--- config.mk ---
export PLATFORM = sky130hd
export DESIGN_NAME = write_crossbar4x4
export DESIGN_NICKNAME = d
export VERILOG_FILES = /design/src/rtl/write_crossbar4x4.sv
export SDC_FILE = /design/constraint.sdc
export NUM_CORES = 1
export LEC_CHECK = 0
export ABC_CLOCK_PERIOD_IN_PS = 10850
export CAP_MARGIN = 5
export CORE_MARGIN = 2
export CORE_UTILIZATION = 40
export CTS_CLUSTER_SIZE = 8
export DETAILED_ROUTE_END_ITERATION = 10
export HOLD_SLACK_MARGIN = 0.15
export PLACE_DENSITY = 0.63
export SYNTH_ARGS = -nofsm -noshare
export SYNTH_HDL_FRONTEND = slang
export SYNTH_SLANG_ARGS = --single-unit
--- constraint.sdc ---
create_clock -name clk -period 10.85 [get_ports clk]
set_clock_uncertainty 0.05 [all_clocks]
set_input_delay 2.17 -clock clk [delete_from_list [all_inputs] [get_ports clk]]
set_output_delay 2.17 -clock clk [all_outputs]
set_load 0.005 [all_outputs]
--- src/rtl/write_crossbar4x4.sv ---
// write_crossbar4x4: routes four write requesters into four word-interleaved
// memory banks (bank = waddr[1:0]). Bank conflicts are arbitrated with a
// per-bank round-robin pointer; wready is combinational and the bank write
// strobes, addresses and data are registered (one-cycle latency).
// Optional feature macro: XBAR_STALL_CNT_EN adds a saturating 16-bit stall
// counter per requester port (stallcnt0..stallcnt3).
module write_crossbar4x4 #(
    parameter int ADDRW = 10,
    parameter int WL    = 32
) (
    input  logic             clk,
    input  logic             rst,
    input  logic             wvalid0,
    input  logic             wvalid1,
    input  logic             wvalid2,
    input  logic             wvalid3,
    input  logic [ADDRW-1:0] waddr0,
    input  logic [ADDRW-1:0] waddr1,
    input  logic [ADDRW-1:0] waddr2,
    input  logic [ADDRW-1:0] waddr3,
    input  logic [WL-1:0]    wdata0,
    input  logic [WL-1:0]    wdata1,
    input  logic [WL-1:0]    wdata2,
    input  logic [WL-1:0]    wdata3,
    output logic             wready0,
    output logic             wready1,
    output logic             wready2,
    output logic             wready3,
    output logic             bwe0,
    output logic             bwe1,
    output logic             bwe2,
    output logic             bwe3,
    output logic [ADDRW-3:0] baddr0,
    output logic [ADDRW-3:0] baddr1,
    output logic [ADDRW-3:0] baddr2,
    output logic [ADDRW-3:0] baddr3,
    output logic [WL-1:0]    bdata0,
    output logic [WL-1:0]    bdata1,
    output logic [WL-1:0]    bdata2,
    output logic [WL-1:0]    bdata3
`ifdef XBAR_STALL_CNT_EN
    ,
    output logic [15:0]      stallcnt0,
    output logic [15:0]      stallcnt1,
    output logic [15:0]      stallcnt2,
    output logic [15:0]      stallcnt3
`endif
);

    logic [3:0]       valid;
    logic [ADDRW-1:0] addr [4];
    logic [WL-1:0]    data [4];

    // req[b][p]: port p asks for bank b; gnt[b][p]: bank b grants port p
    logic [3:0][3:0]  req;
    logic [3:0][3:0]  gnt;
    logic [3:0][1:0]  gidx;
    logic [3:0]       bank_hit;
    logic [3:0]       ready;
    logic [1:0]       idx;

    logic [3:0][1:0]  ptr;
    logic [3:0]       bwe_q;
    logic [ADDRW-3:0] baddr_q [4];
    logic [WL-1:0]    bdata_q [4];

    assign valid   = {wvalid3, wvalid2, wvalid1, wvalid0};
    assign addr[0] = waddr0;
    assign addr[1] = waddr1;
    assign addr[2] = waddr2;
    assign addr[3] = waddr3;
    assign data[0] = wdata0;
    assign data[1] = wdata1;
    assign data[2] = wdata2;
    assign data[3] = wdata3;

    // Per-bank round-robin arbitration: scanning from ptr downwards in
    // reverse lets the requester closest to ptr overwrite later candidates.
    always_comb begin
        req      = '0;
        gnt      = '0;
        gidx     = '0;
        bank_hit = '0;
        ready    = '0;
        idx      = '0;
        for (int b = 0; b < 4; b++) begin
            for (int p = 0; p < 4; p++) begin
                req[b][p] = valid[p] && (addr[p][1:0] == 2'(b));
            end
            for (int k = 3; k >= 0; k--) begin
                idx = ptr[b] + 2'(k);
                if (req[b][idx]) begin
                    gnt[b]  = 4'b0001 << idx;
                    gidx[b] = idx;
                end
            end
            bank_hit[b] = |gnt[b];
            for (int p = 0; p < 4; p++) begin
                ready[p] = ready[p] | gnt[b][p];
            end
        end
        if (rst) begin
            ready = '0;
        end
    end

    assign wready0 = ready[0];
    assign wready1 = ready[1];
    assign wready2 = ready[2];
    assign wready3 = ready[3];

    // Register the winning write per bank and advance that bank's pointer past the winner.
    always_ff @(posedge clk or posedge rst) begin
        if (rst) begin
            ptr   <= '0;
            bwe_q <= '0;
            for (int b = 0; b < 4; b++) begin
                baddr_q[b] <= '0;
                bdata_q[b] <= '0;
            end
        end else begin
            for (int b = 0; b < 4; b++) begin
                bwe_q[b] <= bank_hit[b];
                if (bank_hit[b]) begin
                    ptr[b]     <= gidx[b] + 2'd1;
                    baddr_q[b] <= addr[gidx[b]][ADDRW-1:2];
                    bdata_q[b] <= data[gidx[b]];
                end
            end
        end
    end

    assign bwe0   = bwe_q[0];
    assign bwe1   = bwe_q[1];
    assign bwe2   = bwe_q[2];
    assign bwe3   = bwe_q[3];
    assign baddr0 = baddr_q[0];
    assign baddr1 = baddr_q[1];
    assign baddr2 = baddr_q[2];
    assign baddr3 = baddr_q[3];
    assign bdata0 = bdata_q[0];
    assign bdata1 = bdata_q[1];
    assign bdata2 = bdata_q[2];
    assign bdata3 = bdata_q[3];

`ifdef XBAR_STALL_CNT_EN
    logic [3:0]  stall;
    logic [15:0] scnt [4];

    assign stall = valid & ~ready;

    // Count cycles each port waits on a conflict, sticking at all-ones.
    always_ff @(posedge clk or posedge rst) begin
        if (rst) begin
            for (int p = 0; p < 4; p++) begin
                scnt[p] <= '0;
            end
        end else begin
            for (int p = 0; p < 4; p++) begin
                if (stall[p] && (scnt[p] != 16'hFFFF)) begin
                    scnt[p] <= scnt[p] + 16'd1;
                end
            end
        end
    end

    assign stallcnt0 = scnt[0];
    assign stallcnt1 = scnt[1];
    assign stallcnt2 = scnt[2];
    assign stallcnt3 = scnt[3];
`endif

endmodule
==> results.yml <==
clock_network:
  cts_tree: "built"
  clkSinkCount: 172
  cts_setup_buffers: 0
  clk_pin_slew_ns: 0.07
  cts_hold_buf: 0
  cts-root-buf: "clkbuf_16"
  cts_buffer_depth: 2
  cts_buffers: 17
  clock_latency_ns: 0.44
  cts_resized: 0
  htreeDepth: 4
global_routing:
  grt_overflow: 0
  grt_pass1_vias: 10900
  antenna_found_initial: 7
  grtUsageTotal_pct: 24.7
  grt_max_degree: 80
  top_usage_layer: "met2"
  grt_util_met3_pct: 6.42
  grtUsageMet2_pct: 41.1
  grt_util_met1_pct: 30.9
  grt_pass1_wl_mm: 66.8
drt:
  post_drt_wl_per_cell_um: 23.3
  drtIter0Drc: 545
  firstDrtPassIters: 5
  ant_nets: 0
  via_count: 10700
  drc: 0
  drt_wl_total_mm: 43.7
  viasPerCell: 5.68
synth:
  syn_nets: 1320
  synthCells: 1114
  synth-edff-count: 0
  synthFlopType: "dfrtp_1"
  synth_area_per_cell_um2: 12.1
  synth_cell_types: 60
  yosys_warnings: 0
  netlist_area_mm2: 0.0135
  async_reset_ff_share_pct: 100
  ys_ff_latch: 172
  synth-seq-area-share_pct: 31.9
timing:
  setup_viol: 0
  max_freq_ghz: 0.132
  setup-tns-final_ns: 0
  rsz0062_at_grt: "false"
  min_period_ns: 7.57
  final.period_utilization_pct: 69.8
  worstMarginPinSlew_ns: 1.03
  hold_viol_final: 0
  relSlewSlack_pct: 30.9
  finalMaxSlewViolations: 0
floorplanning:
  die_x_um: 188
  core_area_mm2: 0.0334
  initial_utilization_pct: 40.4
  die-area_mm2: 0.0352
  die_height_um: 188
  rows: 67
  ios: 342
setup_path:
  path_class: "in2out"
  critPathLaunchType: "input pin"
  crit_path_top_delay_cell: "clkdlybuf4s50_1"
  crit_top_cell: "clkdlybuf4s50_1"
  end_kind: "output port"
  cp_max_fo: 11
  crit_start: "wvalid3"
  crit_path_cell_trace: "clkdlybuf4s50_1, or3b_1, mux4_2, and3_2, o32a_2, nor4_1, nor2_1, clkdlybuf4s50_1"
  rr_startpoint: "ptr[0]$_DFFE_PP0P_"
  cp.arrival_ns: 5.35
  max_stage_delay_ns: 0.67
  cp.required_ns: 8.63
flow_run:
  drv_cap: 0
pwr:
  p_leak_nw: 7.26
  total_power_w: 0.00503
  powerDensity_mw_per_mm2: 283
  vdd_drop_max_mv: 0.241
run_status:
  status: "complete, no violations"
final_layout:
  nets: 1614
  drive_gt1_share_pct: 18.7
  area_growth_pct: 31.8
  nFillCells: 2957
worst_hold_path:
  min-delay-start: "baddr3[1]$_DFFE_PP0P_"
  worstHoldPathType: "reg2reg"
placed_design:
  gp_congestion: 0.876
  hpwl_mm: 29.1
  portBuffers: 341
## per-layer routing
layer,wire [um],vias up,part of all wire (%)
met5,0,-,0
met4,1230,0,2.8
met3,2620,65,6.0
met2,21000,326,48
met1,18800,5411,43
li1,-,4853,-
## synth_stat cells (3+ instances only)
| library cell | count | area share, % |
|---|---|---|
| mux2i_1 | 379 | 28 |
| dfrtp_1 | 172 | 32 |
| mux2_2 | 120 | 10 |
| mux4_2 | 41 | 6.8 |
| mux2_4 | 38 | 4.2 |
| clkbuf_1 | 37 | 1.0 |
| ha_1 | 32 | 3.0 |
| nor2_1 | 31 | 0.86 |
| nand2_1 | 27 | 0.75 |
| nand3_1 | 26 | 0.96 |
| buf_2 | 19 | 0.70 |
| o21ai_0 | 17 | 0.63 |
| a21oi_1 | 13 | 0.48 |
| buf_1 | 13 | 0.36 |
| inv_1 | 13 | 0.36 |
| a41oi_1 | 11 | 0.71 |
| buf_6 | 10 | 0.83 |
| a31oi_1 | 8 | 0.37 |
| mux4_1 | 8 | 1.6 |
| nand3b_1 | 8 | 0.45 |
| mux2_1 | 7 | 0.58 |
| nor4_1 | 6 | 0.28 |
| o211ai_1 | 6 | 0.33 |
| or3_1 | 6 | 0.28 |
| a211oi_1 | 5 | 0.28 |
| clkbuf_8 | 4 | 0.41 |
| nor3b_1 | 4 | 0.22 |
| o221ai_1 | 4 | 0.26 |
| a222oi_1 | 3 | 0.22 |
| and3b_1 | 3 | 0.19 |
| nand2b_1 | 3 | 0.14 |
| or4_1 | 3 | 0.17 |
| xor2_1 | 3 | 0.19 |
## power by group
group          internal [W]  leakage, nW  switching [W]  total, W
Sequential         0.000996         2.00       0.000228   0.00122
Clock              0.000340        0.272       0.000272  0.000612
Combinational       0.00181         4.99        0.00138   0.00319
Total               0.00314         7.26        0.00188   0.00503
## final timing paths
path	slack (ns)	cells past startpoint	end
hold / removal	0.44	1	baddr3[1]$_DFFE_PP0P_
max in group asynchronous	7.25	3	bdata2[12]$_DFFE_PP0P_
setup / recovery	3.28	8	wready1
hold reg to reg	0.44	1	baddr3[1]$_DFFE_PP0P_
min in group asynchronous	2.31	2	ptr[1]$_DFFE_PP0P_
setup reg to reg	5.77	8	bdata0[11]$_DFFE_PP0P_
## layout make-up
cell class / count / area, um2 / area share (%)
Clock inverter: 9 / 97.6 / 0.549
Inverter: 14 / 57.6 / 0.324
Timing Repair Buffer: 359 / 3550 / 20.0
Tap cell: 448 / 561 / 3.15
Clock buffer: 21 / 450 / 2.53
Multi-Input combinational cell: 844 / 8740 / 49.2
Antenna cell: 8 / 20.0 / 0.113
Sequential cell: 172 / 4300 / 24.2
## state kept, by name, indices dropped and copies added (netlist names)
name	count
bdata0	32
bwe_q	4
baddr2	8
bdata2	32
ptr	8
bdata3	32
baddr1	8
baddr0	8
bdata1	32
baddr3	8
## worst max-delay path, delay by kind of cell
family                 cells  cell delay (ns)
AO/OA/AOI/OAI              1             0.36
multiplexers               1             0.57
AND/OR/NAND/NOR            4             1.13
buffers and inverters      2             1.12
## layout by cell type, fill, tap and decap left out, types with 11 or more instances in the layout
cell               n
mux2i_1          379
clkdlybuf4s50_1  341
dfrtp_1          172
mux2_2           120
mux4_2            41
mux2_4            38
ha_1              32
nor2_1            31
nand2_1           27
nand3_1           26
buf_4             18
o21ai_0           17
clkbuf_16         17
a21oi_1           13
inv_1             12
a41oi_1           11
## through the flow
stage | cells | worst slack [ns] | instance area, um2 | util [%] | hold WS (ns)
after CTS | 1867 | 3.30 | 17800 | 53.2 | 0.447
after detailed placement | 1837 | 3.30 | 17200 | 51.6 | 0.424
after global routing | 1874 | 3.18 | 17800 | 53.3 | 0.466
after global placement | 1837 | 3.34 | 17200 | 51.6 | 0.419
final | 1875 | 3.28 | 17800 | 53.3 | 0.442
after floorplan | 1114 | 3.97 | 13500 | - | 0.433
## cell families after synthesis
| logic type | count (synthesis) | share of synthesized area [%] |
|---|---|---|
| buffers and inverters | 98 | 3.79 |
| DFF | 172 | 31.9 |
| adders and majority gates | 32 | 2.97 |
| xor gates and xnor gates | 4 | 0.260 |
| muxes | 593 | 51.3 |
| and+or+nand+nor | 136 | 5.59 |
| AOI/OAI and AO/OA | 79 | 4.14 |
Power figures use the tool's default switching activity.
